<file path="config.mk">
export PLATFORM = sky130hd
export DESIGN_NAME = modulo_captura_jogada
export DESIGN_NICKNAME = d
export VERILOG_FILES = /design/src/rtl/modulo_captura_jogada_pkg.sv /design/src/rtl/modulo_debounce.sv /design/src/rtl/modulo_captura_jogada.sv
export SDC_FILE = /design/constraint.sdc
export NUM_CORES = 1
export LEC_CHECK = 0
export ABC_AREA = 1
export CORE_ASPECT_RATIO = 1.4
export CORE_UTILIZATION = 35
export DETAILED_ROUTE_END_ITERATION = 10
export GPL_TIMING_DRIVEN = 0
export PLACE_DENSITY_LB_ADDON = 0.05
export SLEW_MARGIN = 20
export SYNTH_ARGS = -nofsm -noshare
export SYNTH_HDL_FRONTEND = slang
export SYNTH_SLANG_ARGS = --single-unit
</file>
<file path="constraint.sdc">
create_clock -name clk -period 2.5 [get_ports clk]
set_input_delay 0.75 -clock clk [delete_from_list [all_inputs] [get_ports clk]]
set_output_delay 0.75 -clock clk [all_outputs]
set_load 0.02 [all_outputs]
</file>
<file path="src/rtl/modulo_captura_jogada_pkg.sv">
// Game constants shared by the shot-capture stage: board size, attack mode, FSM encoding
// and the board index helpers.
package modulo_captura_jogada_pkg;

    localparam int unsigned LINHAS  = 7;
    localparam int unsigned COLUNAS = 5;
    localparam int unsigned CELULAS = LINHAS * COLUNAS;

    localparam logic [1:0] MODE_ATAQUE = 2'b10;

    typedef enum logic [1:0] {
        OCIOSO,
        FILTRA_PRESS,
        PRESSIONADO,
        FILTRA_SOLTA
    } estado_t;

    function automatic logic coord_valida(input logic [2:0] linha, input logic [2:0] coluna);
        return (linha >= 3'd1) && (linha <= 3'(LINHAS)) &&
               (coluna >= 3'd1) && (coluna <= 3'(COLUNAS));
    endfunction

    // Only meaningful when coord_valida() holds; out-of-range inputs wrap harmlessly.
    function automatic logic [5:0] cell_index(input logic [2:0] linha, input logic [2:0] coluna);
        logic [5:0] l;
        logic [5:0] c;
        l = {3'b000, linha} - 6'd1;
        c = {3'b000, coluna} - 6'd1;
        return (l * 6'(COLUNAS)) + c;
    endfunction

endpackage

</file>
<file path="src/rtl/modulo_debounce.sv">
// Fire-button synchroniser and debounce FSM; emits one press_ok pulse per confirmed press.
module modulo_debounce
    import modulo_captura_jogada_pkg::*;
#(
    parameter int unsigned DEBOUNCE_CYCLES = 500000
) (
    input  logic clk,
    input  logic clr,
    input  logic button_n,
    output logic press_ok,
    output logic busy
);

    localparam int unsigned CNT_W = (DEBOUNCE_CYCLES > 1) ? $clog2(DEBOUNCE_CYCLES) : 1;
    localparam logic [CNT_W-1:0] CNT_MAX = CNT_W'(DEBOUNCE_CYCLES - 1);

    logic sync1, sync2;
    logic press;
    estado_t estado, estado_prox;
    logic [CNT_W-1:0] cnt, cnt_prox;

    always_ff @(posedge clk or posedge clr) begin
        if (clr) begin
            sync1 <= 1'b1;
            sync2 <= 1'b1;
        end else begin
            sync1 <= button_n;
            sync2 <= sync1;
        end
    end

    assign press = ~sync2;

    always_ff @(posedge clk or posedge clr) begin
        if (clr) begin
            estado <= OCIOSO;
            cnt    <= '0;
        end else begin
            estado <= estado_prox;
            cnt    <= cnt_prox;
        end
    end

    always_comb begin
        estado_prox = estado;
        cnt_prox    = cnt;
        press_ok    = 1'b0;
        unique case (estado)
            OCIOSO: begin
                if (press) begin
                    cnt_prox    = '0;
                    estado_prox = FILTRA_PRESS;
                end
            end
            FILTRA_PRESS: begin
                if (!press) begin
                    estado_prox = OCIOSO;
                end else if (cnt == CNT_MAX) begin
                    press_ok    = 1'b1;
                    estado_prox = PRESSIONADO;
                end else begin
                    cnt_prox = cnt + CNT_W'(1);
                end
            end
            PRESSIONADO: begin
                if (!press) begin
                    cnt_prox    = '0;
                    estado_prox = FILTRA_SOLTA;
                end
            end
            FILTRA_SOLTA: begin
                if (press) begin
                    estado_prox = PRESSIONADO;
                end else if (cnt == CNT_MAX) begin
                    estado_prox = OCIOSO;
                end else begin
                    cnt_prox = cnt + CNT_W'(1);
                end
            end
            default: estado_prox = OCIOSO;
        endcase
    end

    assign busy = (estado != OCIOSO);

endmodule

</file>
<file path="src/rtl/modulo_captura_jogada.sv">
// Shot capture: debounced fire press samples the coordinates, validates them against the
// board and tracks fired cells and the accepted-shot count.
module modulo_captura_jogada #(
    parameter int unsigned DEBOUNCE_CYCLES = 500000,
    parameter logic [1:0]  MODE_ATAQUE     = modulo_captura_jogada_pkg::MODE_ATAQUE
) (
    input  logic       clk,
    input  logic       clr,
    input  logic       button_n,
    input  logic [1:0] hh1,
    input  logic [5:0] hh2,
    output logic       shot_valid,
    output logic       shot_repeat,
    output logic       shot_invalid,
    output logic [2:0] shot_line,
    output logic [2:0] shot_col,
    output logic [5:0] shot_count,
    output logic       busy
);

    import modulo_captura_jogada_pkg::*;

    logic               press_ok;
    logic [CELULAS-1:0] fired;
    logic [63:0]        fired_ext;
    logic [CELULAS-1:0] mask;
    logic [2:0]         linha, coluna;
    logic [5:0]         idx;
    logic               in_range, ja_disparado, mode_ok;

    modulo_debounce #(
        .DEBOUNCE_CYCLES(DEBOUNCE_CYCLES)
    ) u_debounce (
        .clk      (clk),
        .clr      (clr),
        .button_n (button_n),
        .press_ok (press_ok),
        .busy     (busy)
    );

    // Zero-extended so an out-of-range idx never selects past the map.
    assign fired_ext = {{(64 - CELULAS){1'b0}}, fired};

    always_comb begin
        linha        = hh2[5:3];
        coluna       = hh2[2:0];
        in_range     = coord_valida(linha, coluna);
        idx          = cell_index(linha, coluna);
        ja_disparado = fired_ext[idx];
        mask         = {{(CELULAS - 1){1'b0}}, 1'b1} << idx;
        mode_ok      = (hh1 == MODE_ATAQUE);
    end

    always_ff @(posedge clk or posedge clr) begin
        if (clr) begin
            shot_valid   <= 1'b0;
            shot_repeat  <= 1'b0;
            shot_invalid <= 1'b0;
            shot_line    <= '0;
            shot_col     <= '0;
            shot_count   <= '0;
            fired        <= '0;
        end else begin
            shot_valid   <= 1'b0;
            shot_repeat  <= 1'b0;
            shot_invalid <= 1'b0;
            if (press_ok) begin
                shot_line <= linha;
                shot_col  <= coluna;
                if (mode_ok) begin
                    if (!in_range) begin
                        shot_invalid <= 1'b1;
                    end else if (ja_disparado) begin
                        shot_repeat <= 1'b1;
                    end else begin
                        shot_valid <= 1'b1;
                        fired      <= fired | mask;
                        if (shot_count != 6'(CELULAS)) begin
                            shot_count <= shot_count + 6'd1;
                        end
                    end
                end
            end
        end
    end

endmodule

</file>
==> qor.txt <==
kind of critical path - in -> reg
Syn Inst Count - 583
Post-Syn Area per Cell - 7.82 sq um
total CTS buffers - 9
crit-path max cell delay - 450 ps
Max Freq - 294 MHz
maximum vdd drop - 0.283 mV
largest net degree at the start of global routing - 34
CP max-delay cell - fa_1
post-DR vias/cell - 4.98
share of cells above drive strength 1 - 0.226
Worst Path Required - 2770 ps
sequential area share after synthesis - 0.401
clock slew at reported path FFs - 60 ps
WL final - 12.0 mm
failing checks - setup timing
sequential cell area - 0.00183 sq mm
CTS tree - built
Syn Nets - 616
post-route setup slack - -904 ps
cell mode on critical path - ha_4
total of max-cap violations - 0
flops & latches, synth - 73
Die Wd - 98.4 um
crit-path cells - buf_12, inv_8, ha_4, ha_4, inv_4, ha_4, fa_1, ha_4, nand2_2, nor2_1, nor2_1, nand3_1, nand2_4, nand4_1, nand3_4, nor2_8, buf_6, buf_16, nand3_2, nand2_1
CTS Root Cell - clkbuf_16
nets - 679
Sw Ratio - 0.337
Power Dens Cells - 618 mW/mm^2
setup TNS - -36570 ps
clk sinks - 73
synthesized cell area - 0.00456 sq mm
initial antenna violation count - 0
Core Region - 0.0128 sq mm
internal power - 2480 uW
worst min path class - reg -> reg
Slew Limit Fails - 0
Site Rows - 49
Setup Skew - 10.9 ps
detailed-route wire length per cell - 15.0 um
grt ovf - 0
Net Sw Power - 1260 uW
ant diodes - 0
fill count - 1248
Area after DPL - 0.00523 sq mm
DRC Markers - 0
endpoints failing hold - 0
first-pass GRT wire length - 20.0 mm
die area - 0.0135 sq mm
number of port buffers - 26
Slew headroom - 0.670
CP delay by family, top - adder cells
gpl congestion - 0.954
final instance area - 0.00606 sq mm
Initial Util - 0.357
final antenna-violating net count - 0
# setup viols final - 43
LEAKAGE - 0.00274 uW
Comb power frac - 0.326
DP Worst Slack - -2200 ps
Crit Path Max Fanout - 6
RSZ-0062 raised after global routing - yes
Crit. End Element - register
crit path buf inv count - 5
Vias - 4002
min Tclk post-route - 3400 ps
vias in the first global route - 4099
share of power burned in registers - 0.321
H-tree Lvls - 3
yosys warns - 0
I/O Pins - 27
worst-margin pin slew - 495 ps
Worst Path Arrival - 3680 ps
DP HPWL - 8.64 mm
area of the multi-input gates - 0.00269 sq mm
Worst Setup Start Kind - primary input
outcome - finished, violations left
Synth cell types - 39
Final Cycle Share - 1.36
die height - 137 um
clk buf depth - 2
total track usage - 0.192
clock share of power - 0.353
clock latency on the worst-skew pair - 330 ps
Synth-to-Final Area Change - 33.0%
1st-pass router iterations - 7
DR iter-0 viols - 120
[placed cells by master, fill, tap and decap left out, types with 3 or more instances in the layout]
cell	count
nand2_1	159
dfrtp_1	70
inv_1	67
nand3_1	39
nor2_1	29
buf_4	22
o21ai_0	22
nor3_1	20
clkdlybuf4s50_1	20
o21bai_4	17
nand4_1	13
nand3_2	12
inv_2	9
nand2_2	9
ha_1	9
clkbuf_16	9
ha_4	8
clkbuf_1	7
buf_12	7
xor2_1	7
a21oi_1	7
o21bai_1	6
o31ai_1	6
nand3b_1	5
buf_2	5
buf_6	5
nor3_2	5
o21ai_1	4
xnor2_1	4
nor2_2	3
nor2_4	3
o21bai_2	3
[final cells by class]
class,instances,share of cell area
buffer,15,0.0173
clock buffer,14,0.0436
sequential,73,0.302
clock inverter,2,0.00619
multi-input combinational,410,0.445
timing repair buffer,55,0.0979
inverter,82,0.0568
tap,153,0.0316
[cells in the mapped netlist (all sizes together)]
| library cell | n | share of area |
|---|---|---|
| a21boi | 1 | 0.0016 |
| a21oi | 8 | 0.0088 |
| buf | 12 | 0.021 |
| clkbuf | 6 | 0.0049 |
| dfrtp | 71 | 0.39 |
| dfstp | 2 | 0.012 |
| fa | 3 | 0.013 |
| ha | 19 | 0.052 |
| inv | 82 | 0.068 |
| nand2 | 170 | 0.14 |
| nand3 | 53 | 0.062 |
| nand3b | 5 | 0.0082 |
| nand4 | 14 | 0.021 |
| nor2 | 36 | 0.038 |
| nor3 | 26 | 0.029 |
| nor3b | 1 | 0.0016 |
| nor4 | 2 | 0.0027 |
| o211ai | 1 | 0.0016 |
| o21a | 1 | 0.0016 |
| o21ai | 26 | 0.029 |
| o21bai | 26 | 0.059 |
| o31ai | 6 | 0.0099 |
| xnor2 | 5 | 0.011 |
| xor2 | 7 | 0.013 |
[logic make-up after synthesis]
group	Yosys count	synth area share
XOR/XNOR	12	0.0247
flip-flops	73	0.401
AND/OR/NAND/NOR	307	0.303
buffers and inverters	100	0.0939
adder cells (fa/ha/maj)	22	0.0653
AO/OA/AOI/OAI	69	0.111
[per-layer routing]
metal	track usage	wire length, um	share of wire	vias up
li1	-	-	-	2015
met1	0.219	5150	0.43	1884
met2	0.349	6190	0.51	76
met3	0.0306	287	0.024	27
met4	0.0912	397	0.033	0
met5	0	0	0	-
[metrics by stage]
| step | util | power (uW) | hold WS [ps] | instances |
|---|---|---|---|---|
| finish | 0.475 | 3750 | 358 | 804 |
| global route | 0.475 | 3940 | 364 | 804 |
| CTS | 0.474 | 3750 | 361 | 805 |
| detailed placement | 0.410 | 2170 | 348 | 764 |
| global placement | 0.407 | 2160 | 351 | 762 |
| floorplan | - | 1920 | 345 | 583 |
[what timing repair did]
| action | in CTS | in global routing |
|---|---|---|
| pin swaps | 24 | 12 |
| gates cloned | 3 | 0 |
| gates resized for setup | 81 | 17 |
| setup buffers | 23 | 3 |
| hold buffers | 0 | 0 |
| endpoints found under the setup margin | 43 | 48 |
[power groups by stage]
stage,logic [uW],registers (uW),clock network [uW]
final,1220,1200,1320
after global routing,1340,1200,1400
after CTS,1190,1200,1360
after detailed placement,943,1220,0
after global placement,933,1220,0
after floorplan,699,1220,0
[flip-flops by register name (all words and copies together) (netlist names), named ones only]
register	count
shot_valid	1
u_debounce.sync2	1
u_debounce.sync1	1
u_debounce.cnt	19
shot_line	3
shot_repeat	1
fired	35
shot_count	6
shot_col	3
u_debounce.estado	1
shot_invalid	1
[path summary, 6_finish.rpt]
path                                    from              endpoint  slack, ps  depth (start not counted)
max reg2reg                u_debounce.cnt[0]     u_debounce.cnt[6]        240                         11
max                                   hh2[4]         shot_count[4]       -900                         20
min                         u_debounce.sync1      u_debounce.sync2        360                          0
min in group asynchronous                clr    u_debounce.cnt[15]        780                          2
max in group asynchronous                clr  u_debounce.estado[0]       1000                          4
min reg2reg                 u_debounce.sync1      u_debounce.sync2        360                          0
Power figures use the tool's default switching activity.
